--- src/rtl/sd_route_pkg.sv ---
// sd_route_pkg: shared types and defaults for the SD routing and activity block.
package sd_route_pkg;
    typedef enum logic [1:0] {S_OFF, S_ON, S_PEND} slot_state_t;
    localparam int DEFAULT_TIMEOUT = 1000000;
endpackage

--- src/rtl/sd_slot_ctl.sv ---
// sd_slot_ctl: per-slot mount latch; defers a routing change until the slot's chip select releases.
module sd_slot_ctl
    import sd_route_pkg::*;
(
    input  logic clk_sys,
    input  logic reset,
    input  logic mount,
    input  logic cs_n,
    input  logic size_nz,
    output logic sel,
    output logic pending
);
    slot_state_t state_q, state_d;
    logic pend_val_q, pend_val_d, sel_d;

    always_ff @(posedge clk_sys or posedge reset) begin
        if (reset) begin
            state_q    <= S_OFF;
            pend_val_q <= 1'b0;
            sel        <= 1'b0;
        end else begin
            state_q    <= state_d;
            pend_val_q <= pend_val_d;
            sel        <= sel_d;
        end
    end

    // A mount with CS released always applies directly, even while a deferred value waits.
    always_comb begin
        state_d    = state_q;
        pend_val_d = pend_val_q;
        sel_d      = sel;
        if (mount && cs_n) begin
            sel_d   = size_nz;
            state_d = size_nz ? S_ON : S_OFF;
        end else if (mount) begin
            pend_val_d = size_nz;
            state_d    = S_PEND;
        end else if (state_q == S_PEND && cs_n) begin
            sel_d   = pend_val_q;
            state_d = pend_val_q ? S_ON : S_OFF;
        end
    end

    assign pending = state_q == S_PEND;
endmodule

--- src/rtl/sd_route_activity.sv ---
// sd_route_activity: routes the core SPI bus between virtual SD slots and the physical card,
// and flags bus activity until TIMEOUT_CYCLES pass without a MOSI/MISO toggle.
module sd_route_activity
    import sd_route_pkg::*;
#(
    parameter int NUM_VSD        = 2,
    parameter int TIMEOUT_CYCLES = DEFAULT_TIMEOUT
) (
    input  logic               clk_sys,
    input  logic               reset,
    input  logic [NUM_VSD-1:0] img_mounted,
    input  logic [NUM_VSD-1:0] img_size_nz,
    input  logic [NUM_VSD-1:0] core_cs_n,
    input  logic               core_sclk,
    input  logic               core_mosi,
    output logic               core_miso,
    output logic [NUM_VSD-1:0] vsd_ss,
    input  logic [NUM_VSD-1:0] vsd_miso,
    output logic               SD_CS,
    output logic               SD_SCK,
    output logic               SD_MOSI,
    input  logic               SD_MISO,
    output logic [NUM_VSD-1:0] vsd_sel,
    output logic [NUM_VSD-1:0] pending,
    output logic               activity
);
    localparam int CNT_W = $clog2(TIMEOUT_CYCLES + 1);
    localparam logic [CNT_W-1:0] CNT_MAX = CNT_W'(TIMEOUT_CYCLES);

    logic [CNT_W-1:0] cnt;
    logic mosi_q, miso_q, toggle;

    for (genvar i = 0; i < NUM_VSD; i++) begin : g_slot
        sd_slot_ctl u_slot (
            .clk_sys (clk_sys),
            .reset   (reset),
            .mount   (img_mounted[i]),
            .cs_n    (core_cs_n[i]),
            .size_nz (img_size_nz[i]),
            .sel     (vsd_sel[i]),
            .pending (pending[i])
        );
    end

    assign vsd_ss  = core_cs_n | ~vsd_sel;
    assign SD_CS   = core_cs_n[0] | vsd_sel[0];
    assign SD_SCK  = core_sclk & ~vsd_sel[0];
    assign SD_MOSI = core_mosi & ~vsd_sel[0];

    // Descending scan so the lowest asserted chip select wins; empty slots read high.
    always_comb begin
        core_miso = vsd_sel[0] ? vsd_miso[0] : SD_MISO;
        for (int i = NUM_VSD - 1; i >= 0; i--)
            if (!core_cs_n[i])
                core_miso = vsd_sel[i] ? vsd_miso[i] : (i == 0 ? SD_MISO : 1'b1);
    end

    assign toggle = (core_mosi ^ mosi_q) | (core_miso ^ miso_q);

    always_ff @(posedge clk_sys or posedge reset) begin
        if (reset) begin
            mosi_q   <= 1'b1;
            miso_q   <= 1'b1;
            cnt      <= CNT_MAX;
            activity <= 1'b0;
        end else begin
            mosi_q   <= core_mosi;
            miso_q   <= core_miso;
            cnt      <= toggle ? '0 : (cnt == CNT_MAX ? cnt : cnt + 1'b1);
            activity <= cnt < CNT_MAX;
        end
    end
endmodule

--- config.mk ---
export PLATFORM = sky130hd
export DESIGN_NAME = sd_route_activity
export DESIGN_NICKNAME = d
export VERILOG_FILES = /design/src/rtl/sd_route_pkg.sv /design/src/rtl/sd_slot_ctl.sv /design/src/rtl/sd_route_activity.sv
export SDC_FILE = /design/constraint.sdc
export NUM_CORES = 1
export LEC_CHECK = 0
export CORE_UTILIZATION = 37
export CTS_BUF_LIST = sky130_fd_sc_hd__clkbuf_4 sky130_fd_sc_hd__clkbuf_8
export CTS_CLUSTER_DIAMETER = 150
export DETAILED_ROUTE_END_ITERATION = 10
export DONT_BUFFER_PORTS = 1
export GPL_ROUTABILITY_DRIVEN = 0
export GPL_TIMING_DRIVEN = 1
export PLACE_DENSITY = 0.52
export SLEW_MARGIN = 20
export SYNTH_ARGS = -nofsm -noshare
export SYNTH_HDL_FRONTEND = slang
export SYNTH_SLANG_ARGS = --single-unit
--- constraint.sdc ---
create_clock -name clk_sys -period 2.7 [get_ports clk_sys]
set_clock_uncertainty 0.2 [all_clocks]
set_input_delay 0.405 -clock clk_sys [delete_from_list [all_inputs] [get_ports clk_sys]]
set_output_delay 0.405 -clock clk_sys [all_outputs]
set_load 0.005 [all_outputs]
==> results of run 1 <==
-- worst min-delay path by stage --
stage | to | start | slack [ps]
6_report | g_slot[1].u_slot.state_q[0] | core_cs_n[1] | 40
5_1_grt | g_slot[0].u_slot.state_q[0] | core_cs_n[0] | 30
4_1_cts | g_slot[1].u_slot.state_q[0] | core_cs_n[1] | 20
3_5_place_dp | g_slot[0].u_slot.sel | reset | 210
3_3_place_gp | g_slot[1].u_slot.sel | reset | 200
2_1_floorplan | mosi_q | core_mosi | 210
-- worst max-delay path, delay by kind of cell (launching register included) --
kind | cells | cell delay (ps)
compound gates | 1 | 240
flops | 1 | 430
simple gates | 3 | 1030
fa+ha+maj | 1 | 210
-- timing repair --
action | in CTS | in global routing
endpoints found under the hold margin | 25 | 0
hold buffers | 4 | 0
buffers inserted | 0 | 0
setup endpoints to repair | 0 | 0
-- logic make-up (layout without fill, tap and decap cells) --
group                    Yosys count  in the layout  share of synthesized area [%]
adder cells (fa/ha/maj)            2              2                           1.46
AO/OA/AOI/OAI                     27             27                           10.5
flip-flops                        31             31                           45.9
multiplexers                       3              3                           1.90
XOR/XNOR                          14             14                           7.16
AND/OR/NAND/NOR                   82             82                           28.1
buffers and inverters             17             21                           4.89
-- layout by cell type (no fill, tap or decap), types with 7 or more instances in the layout --
| cell | n |
|---|---|
| dfrtp_1 | 22 |
| o21ai_0 | 9 |
| nor3_1 | 15 |
| xor2_1 | 10 |
| nand3_1 | 7 |
| dfstp_2 | 9 |
| nand2_1 | 15 |
-- per-stage QoR --
stage / setup slack (ps) / hold slack, ps
2_1_floorplan: 662 / 209
6_report: 505 / 36.6
3_5_place_dp: 540 / 207
3_3_place_gp: 591 / 195
5_1_grt: 339 / 30.6
4_1_cts: 518 / 23.8
-- state kept, by name, summed over array words and instances (netlist names) --
register                  flops
cnt                          20
g_slot.u_slot.state_q         4
g_slot.u_slot.pend_val_q      2
g_slot.u_slot.sel             2
activity                      1
miso_q                        1
mosi_q                        1
-- per-layer routing --
metal | share of wire, % | vias to the layer above
met5 | 0 | -
met4 | 1.8 | 0
met3 | 4.6 | 8
met2 | 47 | 41
met1 | 46 | 614
li1 | - | 635
-- power groups by stage --
stage / Combinational [mW] / Clock [mW] / Sequential (mW)
4_1_cts: 0.131 / 0.377 / 0.515
2_1_floorplan: 0.107 / 0 / 0.515
6_report: 0.129 / 0.358 / 0.515
3_3_place_gp: 0.119 / 0 / 0.521
5_1_grt: 0.144 / 0.402 / 0.519
3_5_place_dp: 0.127 / 0 / 0.522
-- layout make-up --
type	instances	area share [%]
Clock buffer	6	4.09
Clock inverter	2	0.670
Inverter	6	1.21
Multi-Input combinational cell	128	45.1
Sequential cell	31	42.1
Tap cell	52	3.48
Timing Repair Buffer	7	3.35
==> metrics.txt, run 1 <==
TritonCTS clock tree done; Synth top area share 32.1%; final core utilization 42.3%; row cnt 24; register area 787 um^2; met2 Resource Use GR 23.4%; routing usage on met1 19.2%; htree depth 2; global route hottest layer met2; Area Overhead vs Synth 9.06%; Post-DP HPWL 2270 um; Root Buffer clkbuf_8; Worst Hold Class in2reg; outcome finished clean; IO buf count 0; pwr/cell area 536 nW/um^2; WL final 3280 um; cells after synthesis 176; Slew @ Worst Pin 439 ps; Gate power share 12.9%; clock buffer depth 2; post-synthesis sequential area ratio 45.9%; synth warn 0; Post-synth EDFFs 0; pin count of the biggest net entering global routing 32; clock share of power 35.8%; critical path endpoint category flip-flop; worst vdd ir 0.000251 V; Setup crit start cnt[0]; Pint 0.731 mW; r2r setup slk 500 ps; chip height 70.0 um; Worst Path Required 2690 ps; Avg Inst Size Synth 9.73 um^2; TNS Setup 0 ps; Reg power frac 51.4%; GRT overflow 0; largest cells by area after synthesis dfrtp_1, dfstp_2, xor2_1; die area 4910 um^2; WHS Path Cells 2; number of diodes 0; Synthesized Nets 191; CP Cell Sequence ha_1, nand3_1, or2_1, or4_1, a211oi_1; initial antenna violation count 0; Yosys cell types 43; r2r endpoint cnt[18]; WS Path Type reg2reg; Routed WL per cell 14.1 um; top-count cell post-synth dfrtp_1; final hold vios 0; TritonRoute pass-1 iters 4; DRC Markers 0; Die Wd 70.0 um; RSZ-0062 raised after global routing no; CP max stage delay 470 ps; Setup crit end cnt[18]; Design Power 1.00 mW; FMAX 456 MHz; GRT Util Overall 15.1%; fin area 1870 um^2; initial DRC count 56; Vias per Instance 5.59; first-pass GRT wire length 5870 um; Core Box Area 4410 um^2; placed insts 220; maximum capacitance violations 0; FF-to-FF Start cnt[0]; area leader, netlist dfrtp_1; met3 Usage GRT 5.34%; cts bufs inserted 5; DR vias 1,298; worst-case reg-to-reg path depth 5; non-filler cells, final 232; Final nets 194; area of the multi-input gates 842 um^2; Sw Share 27.1%; leakage 0.694 nW; Net Switching 0.271 mW; Slew Viols, Final 0; Top Ports 24; Mapped Area 1710 um^2; startpoint types flip-flop; Synth async-reset ratio 100%; PostCTS Resize Cnt 0; vias in the first global route 1,280; fin crit period 2200 ps; ANT nets after route 0; Final Cycle Share 81.3%; critical path arrival 2190 ps; Top FF cell, synth dfrtp_1; flops & latches, synth 31; Setup Viol. Count Final 0; placed cell areas 1740 um^2; clk_lat worst skew 280 ps; Max transition margin 70.5%; Max FO, Critical Path 6; Worst-path clk slew 60 ps; layout cell share with drive strength beyond 1 17.2%; Clock Sinks 31; Slowest cell on crit path or4_1; most frequent cells after synthesis dfrtp_1, nand2_1, nor3_1; # fillers 418; initial core utilization 38.8%
No activity file was read; power rests on OpenSTA's default activity.
==> run 2: changes to the inputs <==
- ABC_AREA: unset -> 1
- PLACE_DENSITY: 0.52 -> 0.54
- clock period: 2.7 -> 1.8 ns (I/O delays scaled with it)
==> run 2 against run 1 <==
Synthesized cell count rose by 51%. Non-clock buffer count rose by 5. Count of clock-buffer cells in the layout did not move. Largest cell class unchanged.
==> metrics.txt, run 2 <==
ANT nets after route 0 (unchanged); Avg Inst Size Synth 7.36 um^2 (was 9.73 um^2); number of diodes 0 (unchanged); hold_ws 15.6 ps (was 36.6 ps); TNS Setup 0 ps (unchanged); Worst path most repeated cell nand2_1; DRC Markers 0 (unchanged); Synthesized Nets 281 (was 191); synth warn 0 (unchanged); Final Cycle Share 90.3% (was 81.3%); cts bufs inserted 5 (unchanged); worst vdd ir 0.000364 V (was 0.000251 V); TritonRoute pass-1 iters 4 (unchanged); fin area 2200 um^2 (was 1870 um^2); CP Cell Sequence inv_1, nor2_1, nand2_1, nor2_2, nand3_1, nand2_1, a21oi_2 (was ha_1, nand3_1, or2_1, or4_1, a211oi_1); XOR/XNOR share of the synthesized area 4.92% (was 7.16%); fin crit period 1630 ps (was 2200 ps); initial antenna violation count 0 (unchanged); clk_lat worst skew 290 ps (was 280 ps); die area 5580 um^2 (was 4910 um^2); top-count cell post-synth nand2_1 (was dfrtp_1); htree depth 2 (unchanged); first-pass GRT wire length 6930 um (was 5870 um); flops & latches, synth 31 (unchanged); # fillers 556 (was 418); pwr/cell area 741 nW/um^2 (was 536 nW/um^2); post-synthesis sequential area ratio 40.2% (was 45.9%); CP max stage delay 550 ps (was 470 ps); Routed WL per cell 11.9 um (was 14.1 um); Max transition margin 73.2% (was 70.5%); Setup Viol. Count Final 0 (unchanged); FMAX 615 MHz (was 456 MHz); Synth Area in Simple Gates 38.3% (was 28.1%); row cnt 26 (was 24); outcome finished clean (unchanged); max FFs per register 20 (unchanged); chip height 74.7 um (was 70.0 um); startpoint types flip-flop (unchanged); Reg with most FFs cnt (unchanged); initial core utilization 38.3% (was 38.8%); Post-synth EDFFs 0 (unchanged); Root Buffer clkbuf_8 (unchanged); area leader, netlist dfrtp_1 (unchanged); Adder-Cell Fraction of Synth Area 1.28% (was 1.46%); register area 787 um^2 (unchanged); clock buffer depth 2 (unchanged); most frequent cells after synthesis nand2_1, nor2_1, inv_1 (was dfrtp_1, nand2_1, nor3_1); Die Wd 74.7 um (was 70.0 um); Yosys cell types 23 (was 43); Clock Sinks 31 (unchanged); Worst Hold Class in2reg (unchanged); Final nets 293 (was 194); cells after synthesis 266 (was 176); Synth async-reset ratio 100% (unchanged); WS Path Type reg2reg (unchanged); Synth top area share 28.1% (was 32.1%); critical path endpoint category flip-flop (unchanged); Vias per Instance 4.61 (was 5.59); Slew Viols, Final 0 (unchanged); Mapped Area 1960 um^2 (was 1710 um^2); final hold vios 0 (unchanged); pin count of the biggest net entering global routing 32 (unchanged); WL final 4170 um (was 3280 um); # Post-CTS Setup Buffers 0 (unchanged); r2r setup slk 170 ps (was 500 ps); initial DRC count 65 (was 56); largest cells by area after synthesis dfrtp_1, nand2_1, dfstp_2 (was dfrtp_1, dfstp_2, xor2_1); Synth Area in Compound Gates 6.07% (was 10.5%); IO buf count 0 (unchanged); Core Box Area 5110 um^2 (was 4410 um^2); TritonCTS clock tree done (unchanged); leakage 0.839 nW (was 0.694 nW); largest family of logic cells by synthesized area simple AND/OR/NAND/NOR gates (unchanged); Max FO, Critical Path 3 (was 6); Slew @ Worst Pin 402 ps (was 439 ps); placed cell areas 2020 um^2 (was 1740 um^2); Top Ports 24 (unchanged); maximum capacitance violations 0 (unchanged); Area Overhead vs Synth 12.6% (was 9.06%); GRT Util Overall 17.0% (was 15.1%); vias in the first global route 1,463 (was 1,280); multiplexer share of the synthesized area 0% (was 1.90%); Worst Path Required 1780 ps (was 2690 ps); Post-DP HPWL 3100 um (was 2270 um); Top Registers cnt x20, g_slot.u_slot.state_q x4 (unchanged); DR vias 1,608 (was 1,298); Worst-path clk slew 70 ps (was 60 ps); Slowest cell on crit path dfstp_2 (was or4_1); area of the multi-input gates 995 um^2 (was 842 um^2); Design Power 1.63 mW (was 1.00 mW); layout cell share with drive strength beyond 1 22.6% (was 17.2%); Top FF cell, synth dfrtp_1 (unchanged); RSZ-0062 raised after global routing no (unchanged); GRT overflow 0 (unchanged); critical path arrival 1610 ps (was 2190 ps); commonest non-fill, non-tap cell in the layout nand2_1 (was dfrtp_1); most frequent cells in the layout nand2_1, nor2_1, inv_1 (was dfrtp_1, nor3_1, nand2_1)
-- run 2: cell types whose count changed after synthesis, moves of 7 or more --
cell	change
nor3_1	-15
nand2_2	+7
nand2_1	+56
nor2_2	+18
nor2_1	+39
inv_1	+22
-- run 2: kinds of logic (layout without fill, tap and decap cells) --
| logic type | Yosys count | count (layout) |
|---|---|---|
| simple gates | 162 | 162 |
| fa+ha+maj | 2 | 2 |
| compound gates | 21 | 21 |
| xor+xnor | 11 | 11 |
| buf+inv | 39 | 52 |
| flops | 31 | 31 |
-- run 2: power breakdown --
part | switching [mW] | internal [mW] | total, mW
logic | 0.172 | 0.102 | 0.274
registers | 0.0447 | 0.749 | 0.794
clock network | 0.280 | 0.285 | 0.565
total | 0.497 | 1.14 | 1.63
-- run 2: final timing paths --
kind	startpoint	end	cells after the start
min in group asynchronous	reset	cnt[1]	3
hold reg to reg	cnt[18]	cnt[18]	2
setup reg to reg	cnt[14]	cnt[0]	7
hold / removal	core_cs_n[1]	miso_q	3
max in group asynchronous	reset	cnt[14]	3
setup / recovery	cnt[14]	cnt[0]	7
-- run 2: metrics by stage --
step                setup WS [ps]  util, %  std cells
global placement             49.3     39.5        332
finish                        174     43.1        349
global route                 21.8     43.1        349
floorplan                     219        -        266
CTS                          32.3     43.0        349
detailed placement           46.2     39.5        332
-- run 2: area by class of cell --
type	count	area share (%)
flip-flops and latches	31	35.7
repair buffers	12	5.68
multi-input cells	196	45.1
well taps	70	3.98
clock buffers	6	3.46
inverters	32	5.45
clock inverters	2	0.568
-- run 2: routing by layer --
layer | vias up | GRT usage (%) | share of wire, %
met1 | 730 | 21.9 | 48
met3 | 6 | 4.15 | 3.1
met2 | 28 | 27.7 | 48
met5 | - | 0 | 0
li1 | 844 | - | -
met4 | 0 | 6.29 | 1.4
-- run 2: what timing repair did --
action,in CTS,in global routing
gates resized for setup,0,2
hold endpoints to repair,30,0
hold buffers,9,0
setup endpoints to repair,0,3
-- run 2: worst max-delay path: cells and delay by family, from the launching register on --
kind                   cells  cell delay, ps
and+or+nand+nor            5             650
AOI/OAI and AO/OA          1              50
buffers and inverters      1              70
DFF                        1             550
==> run 3: changes to the inputs <==
- CTS_BUF_LIST: sky130_fd_sc_hd__clkbuf_4 sky130_fd_sc_hd__clkbuf_8 -> unset
==> run 3 against run 2 <==
Clock power is 3% lower. Die area stayed put. Core utilization is 0.073 points lower. Critical endpoint unchanged. Largest power group unchanged. Highest routed layer unchanged.
==> metrics.txt, run 3 (synthesis gave the netlist of run 2 again) <==
Setup crit start cnt[14] (unchanged); Max transition margin 73.1% (was 73.2%); Die Wd 74.7 um (unchanged); initial DRC count 66 (was 65); leakage 0.836 nW (was 0.839 nW); Sw Share 30.5% (was 30.4%); commonest non-fill, non-tap cell in the layout nand2_1 (unchanged); vias in the first global route 1,461 (was 1,463); Root Buffer clkbuf_8 (unchanged); initial core utilization 38.3% (unchanged); # fillers 558 (was 556); worst-case reg-to-reg path depth 7 (unchanged); r2r endpoint cnt[0] (unchanged); first-pass GRT wire length 6930 um (unchanged); FMAX 615 MHz (about the same); outcome finished clean (unchanged); Worst Hold Class in2reg (unchanged); fin area 2200 um^2 (about the same); worst vdd ir 0.000364 V (about the same); Reg power frac 49.2% (was 48.6%); die area 5580 um^2 (unchanged); Vias per Instance 4.61 (about the same); critical path arrival 1600 ps (was 1610 ps); number of diodes 0 (unchanged); Worst-path clk slew 70 ps (about the same); Final Cycle Share 90.3% (about the same); GRT Util Overall 17.0% (unchanged); Clock Sinks 31 (unchanged); clock share of power 33.8% (was 34.6%); max FFs per register 20 (unchanged); Slew Viols, Final 0 (unchanged); TritonCTS clock tree done (unchanged); Area Overhead vs Synth 12.4% (was 12.6%); Max FO, Critical Path 3 (unchanged); final hold vios 0 (unchanged); register area 787 um^2 (unchanged); Pint 1.12 mW (was 1.14 mW); HP Start core_cs_n[1] (unchanged); critical path endpoint category flip-flop (unchanged); WHS Path Cells 3 (unchanged); Gate power share 17.0% (was 16.8%); maximum capacitance violations 0 (unchanged); WS Path Type reg2reg (unchanged); final worst slack 174 ps (about the same); DR vias 1,609 (was 1,608); initial antenna violation count 0 (unchanged); IO buf count 0 (unchanged); hold_ws 20.1 ps (was 15.6 ps); RSZ-0062 raised after global routing no (unchanged); most frequent cells in the layout nand2_1, nor2_1, inv_1 (unchanged); startpoint types flip-flop (unchanged); row cnt 26 (unchanged); TNS Setup 0 ps (unchanged); Worst Path Required 1780 ps (about the same); cts bufs inserted 5 (unchanged); ANT nets after route 0 (unchanged); placed cell areas 2020 um^2 (unchanged); Final nets 293 (unchanged); pre-CTS setup slack 46.2 ps (unchanged); Worst Hold End miso_q (unchanged); layout cell share with drive strength beyond 1 22.2% (was 22.6%); clk_lat worst skew 280 ps (was 290 ps); DRC Markers 0 (unchanged); Top Ports 24 (unchanged); Setup Viol. Count Final 0 (unchanged); Post-DP HPWL 3100 um (unchanged); Top Registers cnt x20, g_slot.u_slot.state_q x4 (unchanged); area of the multi-input gates 995 um^2 (unchanged); Core Box Area 5110 um^2 (unchanged); Net Switching 0.492 mW (was 0.497 mW); Routed WL per cell 11.9 um (about the same); clock buffer depth 2 (unchanged); WL final 4150 um (was 4170 um); Reg with most FFs cnt (unchanged); pwr/cell area 734 nW/um^2 (was 741 nW/um^2); pin count of the biggest net entering global routing 32 (unchanged); htree depth 2 (unchanged); chip height 74.7 um (unchanged); FF-to-FF Start cnt[14] (unchanged); Slew @ Worst Pin 403 ps (was 402 ps); GRT overflow 0 (unchanged); r2r setup slk 170 ps (about the same); fin crit period 1630 ps (about the same); TritonRoute pass-1 iters 4 (unchanged)
-- run 3: changes by cell type in the layout (fill, tap and decap cells not counted) --
cell,previous run,this run
clkbuf_1,0,1
clkbuf_4,1,0
-- run 3: worst max-delay path, cell delays in order, from the launching register on --
cell     delay, ps
dfstp_2        550
inv_1           70
nor2_1         210
nand2_1        100
nor2_2         140
nand3_1        110
nand2_1         90
a21oi_2         50
-- run 3: power groups by stage --
stage | Combinational [mW] | Clock [mW] | Sequential, mW
finish | 0.274 | 0.546 | 0.794
global route | 0.319 | 0.591 | 0.803
CTS | 0.277 | 0.569 | 0.795
detailed placement | 0.256 | 0 | 0.806
global placement | 0.252 | 0 | 0.807
floorplan | 0.237 | 0 | 0.794
-- run 3: how the worst max path moves through the flow --
stage                     to  slack, ps  cells past startpoint
finish                cnt[0]        170                      7
global route         cnt[16]         20                      7
CTS                 activity         30                      5
detailed placement  activity         50                      5
global placement    activity         50                      5
floorplan            cnt[16]        220                      8
-- run 3: cell type report --
class	count	share of cell area (%)
Tap cell	70	3.98
Multi-Input combinational cell	196	45.2
Clock inverter	2	0.569
Inverter	32	5.46
Sequential cell	31	35.8
Timing Repair Buffer	12	5.69
Clock buffer	6	3.30
-- run 3: repair_timing --
item,in CTS,in global routing
hold buffers,9,0
setup buffers,0,0
gates resized for setup,0,2
setup endpoints to repair,0,3
endpoints found under the hold margin,30,0
-- run 3: through the flow --
step	utilization, %	cells	power (mW)
2_1_floorplan	-	266	1.03
3_3_place_gp	39.5	332	1.06
3_5_place_dp	39.5	332	1.06
4_1_cts	43.0	349	1.64
5_1_grt	43.1	349	1.71
6_report	43.1	349	1.61
-- run 3: layer usage --
layer	vias up	wire length (um)	track usage, %
li1	845	-	-
met1	731	2010	22.1
met2	27	1980	27.5
met3	6	122	4.15
met4	0	41	6.29
met5	-	0	0
